`config.mk`:
```
export PLATFORM = sky130hd
export DESIGN_NAME = seq_divider
export DESIGN_NICKNAME = d
export VERILOG_FILES = /design/src/rtl/seq_divider_pkg.sv /design/src/rtl/cla_sub_slice.sv /design/src/rtl/seq_divider.sv
export SDC_FILE = /design/constraint.sdc
export NUM_CORES = 1
export LEC_CHECK = 0
export BUFFER_PORTS_ARGS = -buffer_cell sky130_fd_sc_hd__buf_2
export CORE_UTILIZATION = 50
export CTS_CLUSTER_SIZE = 14
export DETAILED_ROUTE_END_ITERATION = 12
export GPL_ROUTABILITY_DRIVEN = 0
export GPL_TIMING_DRIVEN = 0
export PLACE_DENSITY = 0.72
export SETUP_SLACK_MARGIN = 0.05
export SLEW_MARGIN = 20
export SYNTH_ARGS = -nofsm -noshare
export SYNTH_HDL_FRONTEND = slang
export SYNTH_SLANG_ARGS = --single-unit
```
`constraint.sdc`:
```
create_clock -name clk -period 6.3 [get_ports clk]
set_input_delay 1.26 -clock clk [delete_from_list [all_inputs] [get_ports clk]]
set_output_delay 1.26 -clock clk [all_outputs]
set_load 0.005 [all_outputs]
```
`src/rtl/seq_divider_pkg.sv`:
```
// Shared definitions for the sequential restoring divider: state encoding and default width.
package seq_divider_pkg;
  localparam int DEF_WIDTH = 8;

  typedef enum logic [1:0] {
    ST_IDLE = 2'd0,
    ST_RUN  = 2'd1,
    ST_DONE = 2'd2
  } state_e;
endpackage

```
`src/rtl/cla_sub_slice.sv`:
```
// 4-bit carry-lookahead subtract slice: d = a - b - bin, computed as a + ~b + ~bin.
module cla_sub_slice (
  input  logic [3:0] a_i,
  input  logic [3:0] b_i,
  input  logic       bin_i,
  output logic [3:0] d_o,
  output logic       bout_o
);
  logic [3:0] g, p;
  logic [4:0] c;

  // Carry-in of the adder form is the inverse of the incoming borrow.
  assign g    = a_i & ~b_i;
  assign p    = a_i ^ ~b_i;
  assign c[0] = ~bin_i;
  assign c[1] = g[0] | (p[0] & c[0]);
  assign c[2] = g[1] | (p[1] & g[0]) | (p[1] & p[0] & c[0]);
  assign c[3] = g[2] | (p[2] & g[1]) | (p[2] & p[1] & g[0]) | (p[2] & p[1] & p[0] & c[0]);
  assign c[4] = g[3] | (p[3] & g[2]) | (p[3] & p[2] & g[1]) | (p[3] & p[2] & p[1] & g[0])
              | (p[3] & p[2] & p[1] & p[0] & c[0]);

  assign d_o    = p ^ c[3:0];
  assign bout_o = ~c[4];
endmodule

```
`src/rtl/seq_divider.sv`:
```
// Multi-cycle unsigned restoring divider, one quotient bit per clock, start/busy/done handshake.
module seq_divider
  import seq_divider_pkg::*;
#(
  parameter int WIDTH = DEF_WIDTH
) (
  input  logic             clk,
  input  logic             rst_n,
  input  logic             start,
  input  logic [WIDTH-1:0] dividend,
  input  logic [WIDTH-1:0] divisor,
  output logic             busy,
  output logic             done,
  output logic [WIDTH-1:0] quotient,
  output logic [WIDTH-1:0] remainder,
  output logic             div_by_zero
);
  localparam int CW  = (WIDTH > 1) ? $clog2(WIDTH) : 1;
  localparam int NSL = WIDTH / 4 + 1;
  localparam int PW  = 4 * NSL;

  state_e           state_q, state_d;
  logic [WIDTH-1:0] r_q, r_d;
  logic [WIDTH-1:0] q_q, q_d;
  logic [WIDTH-1:0] d_q, d_d;
  logic [CW-1:0]    cnt_q, cnt_d;
  logic [WIDTH-1:0] quo_q, quo_d;
  logic [WIDTH-1:0] rem_q, rem_d;
  logic             dbz_q, dbz_d;

  logic [WIDTH:0]   s;
  logic [PW-1:0]    a_ext, b_ext, diff_ext;
  logic [NSL:0]     bc;
  logic             borrow;

  // Trial subtraction S - {0,D} over WIDTH+1 bits, zero-padded to whole slices.
  assign s     = {r_q, q_q[WIDTH-1]};
  assign a_ext = PW'(s);
  assign b_ext = PW'(d_q);
  assign bc[0] = 1'b0;

  for (genvar i = 0; i < NSL; i++) begin : g_slice
    cla_sub_slice u_slice (
      .a_i   (a_ext[4*i +: 4]),
      .b_i   (b_ext[4*i +: 4]),
      .bin_i (bc[i]),
      .d_o   (diff_ext[4*i +: 4]),
      .bout_o(bc[i+1])
    );
  end

  // Above bit WIDTH the operands are zero, so every padded result bit replicates the borrow.
  assign borrow = &{diff_ext[PW-1:WIDTH], bc[NSL]};

  always_comb begin
    state_d = state_q;
    r_d     = r_q;
    q_d     = q_q;
    d_d     = d_q;
    cnt_d   = cnt_q;
    quo_d   = quo_q;
    rem_d   = rem_q;
    dbz_d   = dbz_q;
    case (state_q)
      ST_RUN: begin
        r_d   = borrow ? s[WIDTH-1:0] : diff_ext[WIDTH-1:0];
        q_d   = {q_q[WIDTH-2:0], ~borrow};
        cnt_d = cnt_q - 1'b1;
        if (cnt_q == '0) begin
          state_d = ST_DONE;
          quo_d   = q_d;
          rem_d   = r_d;
        end
      end
      default: begin
        state_d = ST_IDLE;
        if (start) begin
          q_d   = dividend;
          d_d   = divisor;
          r_d   = '0;
          cnt_d = CW'(WIDTH - 1);
          dbz_d = 1'b0;
          if (divisor == '0) begin
            state_d = ST_DONE;
            quo_d   = '1;
            rem_d   = dividend;
            dbz_d   = 1'b1;
          end else begin
            state_d = ST_RUN;
          end
        end
      end
    endcase
  end

  always_ff @(posedge clk or negedge rst_n) begin
    if (!rst_n) begin
      state_q <= ST_IDLE;
      r_q     <= '0;
      q_q     <= '0;
      d_q     <= '0;
      cnt_q   <= '0;
      quo_q   <= '0;
      rem_q   <= '0;
      dbz_q   <= 1'b0;
    end else begin
      state_q <= state_d;
      r_q     <= r_d;
      q_q     <= q_d;
      d_q     <= d_d;
      cnt_q   <= cnt_d;
      quo_q   <= quo_d;
      rem_q   <= rem_d;
      dbz_q   <= dbz_d;
    end
  end

  assign busy        = (state_q == ST_RUN);
  assign done        = (state_q == ST_DONE);
  assign quotient    = quo_q;
  assign remainder   = rem_q;
  assign div_by_zero = dbz_q;
endmodule

```
==> results_dict.tcl, run 1 <==
set metrics [dict create \
    cts_tree "done" \
    n_antenna_cell 0 \
    synth_area_per_cell_um2 10.56 \
    fillerInstances 385 \
    area_growth_pct 15.27 \
    crit_type "flop to primary output" \
    ys_seq_area_share_pct 48.45 \
    fmax_mhz 333.4 \
    cts_hold_buf 0 \
    postCtsSetupBuffers 0 \
    grt_pass1_vias 1761 \
    post-route-min-period_ns 3.000 \
    cts_resized 0 \
    drt-vias-per-instance 5.668 \
    antenna_left 0 \
    ys_ff_latch 46 \
    cts_buffers 5 \
    die-area_um2 5032 \
    finalHoldViolations 0 \
    grt.overflow.total 0 \
    port_buffers 37 \
    drtIter0Drc 95 \
    fin_nets 300 \
    drive_above_1_share_pct 22.96 \
    ys_types 45 \
    crit_arrival_ns 1.74 \
    outcome "complete, no violations" \
    wl_per_cell_um 15.25 \
    setup.worst_path.start_class "flop" \
    drc 0 \
    synth_area_leaders "dfrtp_1, ha_1, mux2i_1" \
    placed_cells 314 \
    path_cells "nand2b_1 > buf_6 > clkinv_1 > clkbuf_1 > buf_2" \
    antenna_found_initial 0 \
    synthFlopType "dfrtp_1" \
    skew_ns 0.006514 \
    slew_headroom_pct 44.96 \
    worst_slew_pin_slew_ns 0.8180 \
    hold_path_class "flop to flop" \
    grt_usage_pct 21.88 \
    peakVddDrop_mv 0.2829 \
    htree_levels 2 \
    fin_tns_setup_ns 0 \
    required_ns 5.04 \
    clk_pin_slew_ns 0.09 \
    synth_area_um2 2376 \
    synth_edf_count 0 \
    grt_max_degree 47 \
    vias 1825 \
    place_hpwl_um 3584 \
    p_per_area_nw_per_um2 584.1 \
    initial_core_util_pct 53.10 \
    ios 38 \
    grt_pass1_wl_um 8521 \
    rsz0062_at_grt "no" \
    power.leakage_nw 1.284 \
    insertion_delay_ns 0.30 \
    endpoint_kind "primary output" \
    clk_path_buf_depth 2 \
    synth_nets 256 \
    cpMaxStageDelayCell "clkbuf_1" \
    fin_util_pct 61.21 \
    die_h_um 70.94 \
    final_cells 322 \
    synth_top_cell_by_area "dfrtp_1" \
    setup_violations 0 \
    rrSetupSlack_ns 3.82 \
    fin_crit_sh_pct 47.61 \
    rows 24 \
    max_stage_delay_ns 0.40 \
    slew_viol_final 0 \
    drtPass1Iterations 6 \
    die_w_um 70.94 \
    cap_viol_max_count 0 \
    p_total_mw 1.600 \
    crit_fanout 10 \
    synth_top_area_share_pct 48.45 \
    cts_root_buf "clkbuf_8" \
    coreArea_um2 4474 \
    async_reset_ff_share_pct 100.0 \
    syn-instance-count 225 \
    finalWirelength_um 4912 \
    yosysWarningCount 0 \
    clock_sinks 46 \
]
layout by cell type, fill, tap and decap left out, types with 3 or more instances in the layout:
cell type,n
nor3_1,4
ha_1,11
a211oi_1,6
a21oi_1,10
o22a_1,7
clkbuf_8,5
xnor2_1,3
nand3b_1,6
mux2_2,8
mux2i_1,11
nor2_1,16
o21ai_0,19
buf_2,38
nand2_1,18
inv_1,14
o31ai_1,3
dfrtp_1,46
clkbuf_1,6
metrics by stage:
| stage | worst slack (ns) | cell area [um2] | hold WS (ns) |
|---|---|---|---|
| final | 3.300 | 2739 | 0.4795 |
| after global routing | 3.122 | 2739 | 0.5132 |
| after CTS | 3.304 | 2736 | 0.4852 |
| after detailed placement | 3.006 | 2626 | 0.4624 |
| after global placement | 3.066 | 2626 | 0.4637 |
| after floorplan | 3.754 | 2376 | 0.4643 |
power by group:
part,switching (mW),leakage [nW],total (mW),internal (mW)
Combinational,0.456,0.694,0.853,0.397
Sequential,0.0871,0.539,0.527,0.440
Clock,0.101,0.0514,0.220,0.118
flip-flops by register name, indices dropped and copies added (netlist names):
register	count
d_q	8
q_q	8
quotient	8
r_q	8
remainder	8
cnt_q	3
state_q	2
div_by_zero	1
cell usage after synthesis (3+ instances only):
cell type  count
a211oi_1       6
a21oi_1       10
clkbuf_1       5
dfrtp_1       46
ha_1          11
inv_1         14
mux2_2         8
mux2i_1       11
nand2_1       18
nand3b_1       6
nor2_1        16
nor3_1         4
o21ai_0       19
o22a_1         7
o31ai_1        3
xnor2_1        3
worst paths after layout:
check / startpoint / cells after the start / endpoint
min in group asynchronous: rst_n / 1 / d_q[7]
worst min-delay path: div_by_zero / 2 / div_by_zero
worst max register to register: cnt_q[0] / 9 / quotient[4]
worst min register to register: div_by_zero / 2 / div_by_zero
worst max-delay path: state_q[1] / 5 / busy
max in group asynchronous: rst_n / 1 / remainder[3]
critical path, delay by kind of cell, from the launching register on:
family / cells / cell delay, ns
AND/OR/NAND/NOR: 1 / 0.15
buffers and inverters: 4 / 0.90
flip-flops: 1 / 0.39
cell type report:
| class | instances | area, um2 | share of cell area (%) |
|---|---|---|---|
| flip-flops and latches | 46 | 1151 | 42.03 |
| plain buffers | 10 | 55.05 | 2.010 |
| multi-input cells | 154 | 1114 | 40.66 |
| repair buffers | 37 | 187.7 | 6.852 |
| well taps | 52 | 65.06 | 2.376 |
| clock buffers | 6 | 72.57 | 2.650 |
| inverters | 15 | 56.30 | 2.056 |
| clock inverters | 2 | 37.54 | 1.370 |
kinds of logic (layout without fill, tap and decap cells):
| family | count (synthesis) | after routing | synth area share (%) |
|---|---|---|---|
| compound gates | 60 | 60 | 17.11 |
| xor+xnor | 4 | 4 | 1.475 |
| fa+ha+maj | 12 | 12 | 6.635 |
| buf+inv | 25 | 70 | 4.686 |
| flops | 46 | 46 | 48.45 |
| mux | 21 | 21 | 9.690 |
| simple gates | 57 | 57 | 11.95 |
metal layers:
layer / up-vias / share of wire [%] / track usage, %
met5: - / 0 / 0
met4: 0 / 1.3 / 7.556
met3: 7 / 3.8 / 3.134
met2: 42 / 47 / 33.55
met1: 888 / 48 / 32.00
li1: 888 / - / -
Power figures use the tool's default switching activity.
==> run 2: changes to the inputs <==
Settings changed: ABC_AREA from default to 1, PLACE_DENSITY 0.72 to 0.74.
Clock period 6.3 ns to 2.6 ns, I/O delays scaled along.
==> run 2 against run 1 <==
  * Critical endpoint is now remainder[5]
  * Final cell count grew 30%
  * Synthesized cell count grew 37%
  * Non-clock buffer count shrank 3
  * Highest routed layer unchanged
  * Total power grew 140%
==> results_dict.tcl, run 2 <==
set metrics [dict create \
    outcome "complete, no violations" \
    slew_viol_final 0 \
    p_per_area_nw_per_um2 1390 \
    fin_crit_sh_pct 84.79 \
    drtPass1Iterations 4 \
    htree_levels 2 \
    grt_usage_pct 21.17 \
    grt_max_degree 47 \
    rsz0062_at_grt "no" \
    fmax_mhz 453.6 \
    ff2ff_path_depth 13 \
    clk_path_buf_depth 2 \
    synth_area_per_cell_um2 7.945 \
    clock_sinks 46 \
    rrSetupSlack_ns 0.40 \
    place_hpwl_um 3806 \
    worst_slew_pin_slew_ns 0.5729 \
    fin_nets 383 \
    antenna_found_initial 0 \
    coreArea_um2 4723 \
    finalHoldViolations 0 \
    insertion_delay_ns 0.30 \
    die-area_um2 5194 \
    cap_viol_max_count 0 \
    slew_headroom_pct 61.81 \
    postCtsSetupBuffers 0 \
    postLayoutCellArea_um2 2816 \
    synth_nets 340 \
    crit_type "flop to flop" \
    grtUsageMet2_pct 34.48 \
    yosysMostFrequentCell "nand2_1" \
    final_cell_mix "nand2_1, dfrtp_1, inv_1" \
    endpoint_kind "flop" \
    post-route-min-period_ns 2.205 \
    clk_pin_slew_ns 0.09 \
    drive_above_1_share_pct 18.98 \
    port_buffers 36 \
    synthFlopType "dfrtp_1" \
    setup.worst_path.start_class "flop" \
    peakVddDrop_mv 0.6051 \
    grt_pass1_wl_um 8535 \
    r2r-end "remainder[5]" \
    grt_use_met3_pct 4.583 \
    die_h_um 72.07 \
    worst_hold_slack_ns 0.2134 \
    required_ns 2.83 \
    drc 0 \
    synth_top_cell_by_area "dfrtp_1" \
    synth_area_um2 2455 \
    grt_pass1_vias 1948 \
    fillerInstances 424 \
    cpMaxStageDelayCell "fa_1" \
    ys_types 29 \
    vias 2070 \
    rows 25 \
    wl_per_cell_um 12.17 \
    cts_tree "done" \
    synth_edf_count 0 \
    n_antenna_cell 0 \
    path_cells "inv_1 > ha_1 > nand2_1 > nor2_1 > nor2_2 > nand2_2 > inv_1 > fa_1 > xnor2_1 > nand2_1 > nand2_1 > nand2_1 > a21oi_1" \
    crit_top_cell "nand2_1" \
    use_met1_pct 29.06 \
    synth_top_area_share_pct 46.89 \
    ys_seq_area_share_pct 46.89 \
    finalWirelength_um 5113 \
    fin_tns_setup_ns 0 \
    async_reset_ff_share_pct 100.0 \
    setup_violations 0 \
    yosysWarningCount 0 \
    drtIter0Drc 141 \
    busiest_layer "met2" \
    crit_fanout 4 \
    grt.overflow.total 0 \
    r2r_start "d_q[3]" \
    power.leakage_nw 1.546 \
    cts_root_buf "clkbuf_8" \
    placed_area_um2 2719 \
    final_common_cell "nand2_1" \
    drt-vias-per-instance 4.929 \
    ys_top_cells_by_count "nand2_1, dfrtp_1, inv_1" \
    die_w_um 72.07 \
    max_stage_delay_ns 0.40 \
    ys_ff_latch 46 \
    cts_buffers 5 \
    antenna_left 0 \
    cts_resized 0 \
    ios 38 \
    hold_path_class "primary input to async pin" \
    crit_arrival_ns 2.43 \
    synth_area_leaders "dfrtp_1, nand2_1, inv_1" \
    skew_ns 0.008975 \
    syn-instance-count 309 \
    initial_core_util_pct 51.97 \
    cts_hold_buf 0 \
    area_growth_pct 14.73 \
]
-- run 2: cell types whose count changed after synthesis, moves of 6 or more --
| cell | delta |
|---|---|
| nand3b_1 | -6 |
| a211oi_1 | -6 |
| nor2_1 | +10 |
| nand2_1 | +66 |
| o22a_1 | -7 |
| mux2_2 | -8 |
| nand4_1 | +7 |
| nand3_1 | +7 |
| inv_1 | +29 |
| a21oi_1 | +11 |
| mux2i_1 | -11 |
-- run 2: worst max-delay path by stage --
| stage | endpoint | slack (ns) | depth (start not counted) | start |
|---|---|---|---|---|
| 2_1_floorplan | remainder[5] | 0.67 | 12 | r_q[2] |
| 3_3_place_gp | remainder[5] | 0.44 | 13 | d_q[3] |
| 3_5_place_dp | remainder[5] | 0.40 | 13 | d_q[3] |
| 4_1_cts | remainder[5] | 0.37 | 13 | d_q[3] |
| 5_1_grt | remainder[5] | 0.20 | 13 | d_q[0] |
| 6_report | remainder[5] | 0.40 | 13 | d_q[3] |
-- run 2: report_power, final --
| group | leakage (nW) | switching, mW | total (mW) | internal [mW] |
|---|---|---|---|---|
| clock | 0.0489 | 0.245 | 0.465 | 0.220 |
| sequential | 0.549 | 0.191 | 1.25 | 1.06 |
| combinational | 0.948 | 1.37 | 2.20 | 0.822 |
-- run 2: layout make-up --
class                      instances  area, um2  area share [%]
sequential                        46       1151           40.87
multi-input combinational        208       1089           38.65
timing repair buffer              36      182.7           6.486
inverter                          47      176.4           6.264
clock buffer                       7      86.33           3.065
tap                               67      83.83           2.976
buffer                             8      38.79           1.377
clock inverter                     1      8.758          0.3110
-- run 2: cell families after synthesis --
family | Yosys count | synth area share (%)
XOR/XNOR | 3 | 1.071
AO/OA/AOI/OAI | 52 | 11.21
buffers and inverters | 55 | 8.766
adder cells (fa/ha/maj) | 12 | 6.422
AND/OR/NAND/NOR | 141 | 25.64
flip-flops | 46 | 46.89
-- run 2: worst max-delay path: cells and delay by family, from the launching register on --
kind | cells | cell delay, ns
xor+xnor | 1 | 0.19
buf+inv | 2 | 0.13
compound gates | 1 | 0.15
fa+ha+maj | 2 | 0.73
flops | 1 | 0.38
simple gates | 7 | 0.57
-- run 2: routing by layer --
metal	vias up	part of all wire (%)
li1	1062	-
met4	0	0.53
met5	-	0
met2	38	46
met3	2	3.4
met1	968	50
-- run 2: stage by stage --
stage | std cells | total power, mW | util (%) | setup WS (ns)
CTS | 420 | 3.938 | 59.58 | 0.3678
global placement | 412 | 3.400 | 57.56 | 0.4449
floorplan | 309 | 2.873 | - | 0.6692
finish | 420 | 3.915 | 59.63 | 0.3955
global route | 420 | 4.351 | 59.63 | 0.1965
detailed placement | 412 | 3.466 | 57.56 | 0.4006
==> run 3: changes to the inputs <==
Clock period 2.6 ns to 1.86 ns, I/O delays scaled along.
==> run 3 against run 2 <==
  * The flow now finishes with violations (setup timing)
  * Critical path type unchanged
  * First-iteration DRC count fell by 27%
  * Routed wire length is 6.5% higher
  * Global-route usage increased by 1.6 points
  * Critical path depth down 1
  * Total power is 59% higher
==> results_dict.tcl, run 3 (synthesis gave the netlist of run 2 again) <==
set metrics [dict create \
    fin_nets 400 \
    antenna_found_initial 0 \
    fin_ws_ns -0.07200 \
    hold_path_class "primary input to async pin" \
    n_antenna_cell 0 \
    drive_above_1_share_pct 30.27 \
    setup.worst_path.start_class "flop" \
    finalWirelength_um 5447 \
    setup_violations 6 \
    rrSetupSlack_ns -0.07 \
    grt_pass1_wl_um 9142 \
    htree_levels 2 \
    cpMaxStageDelayCell "fa_2" \
    fin_util_pct 64.74 \
    outcome "finished, violations left" \
    fillerInstances 412 \
    die_w_um 72.07 \
    vias 2153 \
    fin_crit_sh_pct 103.9 \
    clkPwrFrac_pct 10.4 \
    path_cells "ha_1 > inv_1 > nand2_2 > nand3_2 > nand2_2 > inv_2 > fa_2 > inv_1 > nand2_1 > nand2_1 > nand2_2 > nand2_1" \
    internal_power_mw 3.403 \
    cap_viol_max_count 0 \
    port_buffers 36 \
    cts_buffers 5 \
    cts_root_buf "clkbuf_8" \
    insertion_delay_ns 0.30 \
    crit_arrival_ns 2.13 \
    die-area_um2 5194 \
    drtPass1Iterations 4 \
    p_total_mw 6.227 \
    r2r-end "r_q[4]" \
    crit_type "flop to flop" \
    grt_max_degree 47 \
    antenna_left 0 \
    final_cell_mix "nand2_1, dfrtp_1, buf_2" \
    grt.overflow.total 0 \
    critPathLaunch "q_q[7]" \
    peakVddDrop_mv 0.8393 \
    fmax_mhz 517.6 \
    clk_pin_slew_ns 0.09 \
    grt_pass1_vias 2069 \
    wl_per_cell_um 12.46 \
    skew_ns 0.008239 \
    rows 25 \
    multiInputGateArea_um2 1192 \
    initial_core_util_pct 51.97 \
    r2r_start "q_q[7]" \
    clk_path_buf_depth 2 \
    grt_usage_pct 22.73 \
    max_stage_delay_ns 0.51 \
    ios 38 \
    crit_fanout 2 \
    power.leakage_nw 1.636 \
    regArea_um2 1151 \
    worst_slew_pin_slew_ns 0.5802 \
    required_ns 2.06 \
    comb_power_share_pct 61.6 \
    p_per_area_nw_per_um2 2036 \
    power_frac_seq_pct 27.9 \
    finalHoldViolations 0 \
    cts_tree "done" \
    endpoint_kind "flop" \
    violations "setup timing" \
    rsz0062_at_grt "yes" \
    post-route-min-period_ns 1.932 \
    dp_slack_ns -0.2137 \
    fin_tns_setup_ns -0.2701 \
    clock_sinks 46 \
    slew_viol_final 0 \
    drc 0 \
    place_hpwl_um 3873 \
    die_h_um 72.07 \
    final_common_cell "nand2_1" \
    slew_headroom_pct 61.32 \
    drtIter0Drc 103 \
    area_growth_pct 24.57 \
    ff2ff_path_depth 12 \
    p_sw_mw 2.825 \
    coreArea_um2 4723 \
    drt-vias-per-instance 4.927 \
    swShare_pct 45.36 \
]
## run 3: stage by stage
stage               cells  hold slack [ns]  cell area [um2]
detailed placement    412           0.4682             2751
finish                437          0.06749             3058
global route          437           0.1173             3058
CTS                   432           0.2880             2968
floorplan             309          0.07641             2487
global placement      412           0.4597             2751
## run 3: timing repair
item                                    4_1_cts  5_1_grt
endpoints found under the setup margin        8       18
pin swaps                                    13        5
setup buffers                                12        5
hold buffers                                  0        0
resized for setup                             9       19
## run 3: critical path, delay by kind of cell (launching register included)
family                   cells  cell delay [ns]
adder cells (fa/ha/maj)      2             0.80
AND/OR/NAND/NOR              7             0.48
flip-flops                   1             0.41
buffers and inverters        3             0.14
## run 3: worst max-delay path by stage
stage,to,cells past startpoint
2_1_floorplan,remainder[4],12
3_3_place_gp,remainder[5],12
3_5_place_dp,remainder[5],12
4_1_cts,remainder[4],12
5_1_grt,remainder[5],13
6_report,r_q[4],12
## run 3: cell type report
cell class / instances / area share (%)
buffer: 8 / 1.350
clock buffer: 6 / 2.700
clock inverter: 2 / 0.4092
inverter: 47 / 5.769
multi-input combinational: 208 / 38.99
sequential: 46 / 37.64
tap: 67 / 2.741
timing repair buffer: 53 / 10.39
## run 3: per-layer routing
metal / up-vias / global-route usage [%] / wire length (um)
met4: 0 / 8.497 / 35
met5: - / 0 / 0
met2: 39 / 36.66 / 2724
met3: 2 / 4.583 / 183
li1: 1096 / - / -
met1: 1016 / 30.40 / 2504
## run 3: power groups by stage
stage                     registers [mW]  clock network [mW]  logic (mW)
final                               1.74               0.649        3.84
after global routing                1.79               0.696        4.35
after CTS                           1.74               0.660        3.55
after detailed placement            1.76                   0        3.17
after global placement              1.75                   0        3.06
after floorplan                     1.74                   0        2.35
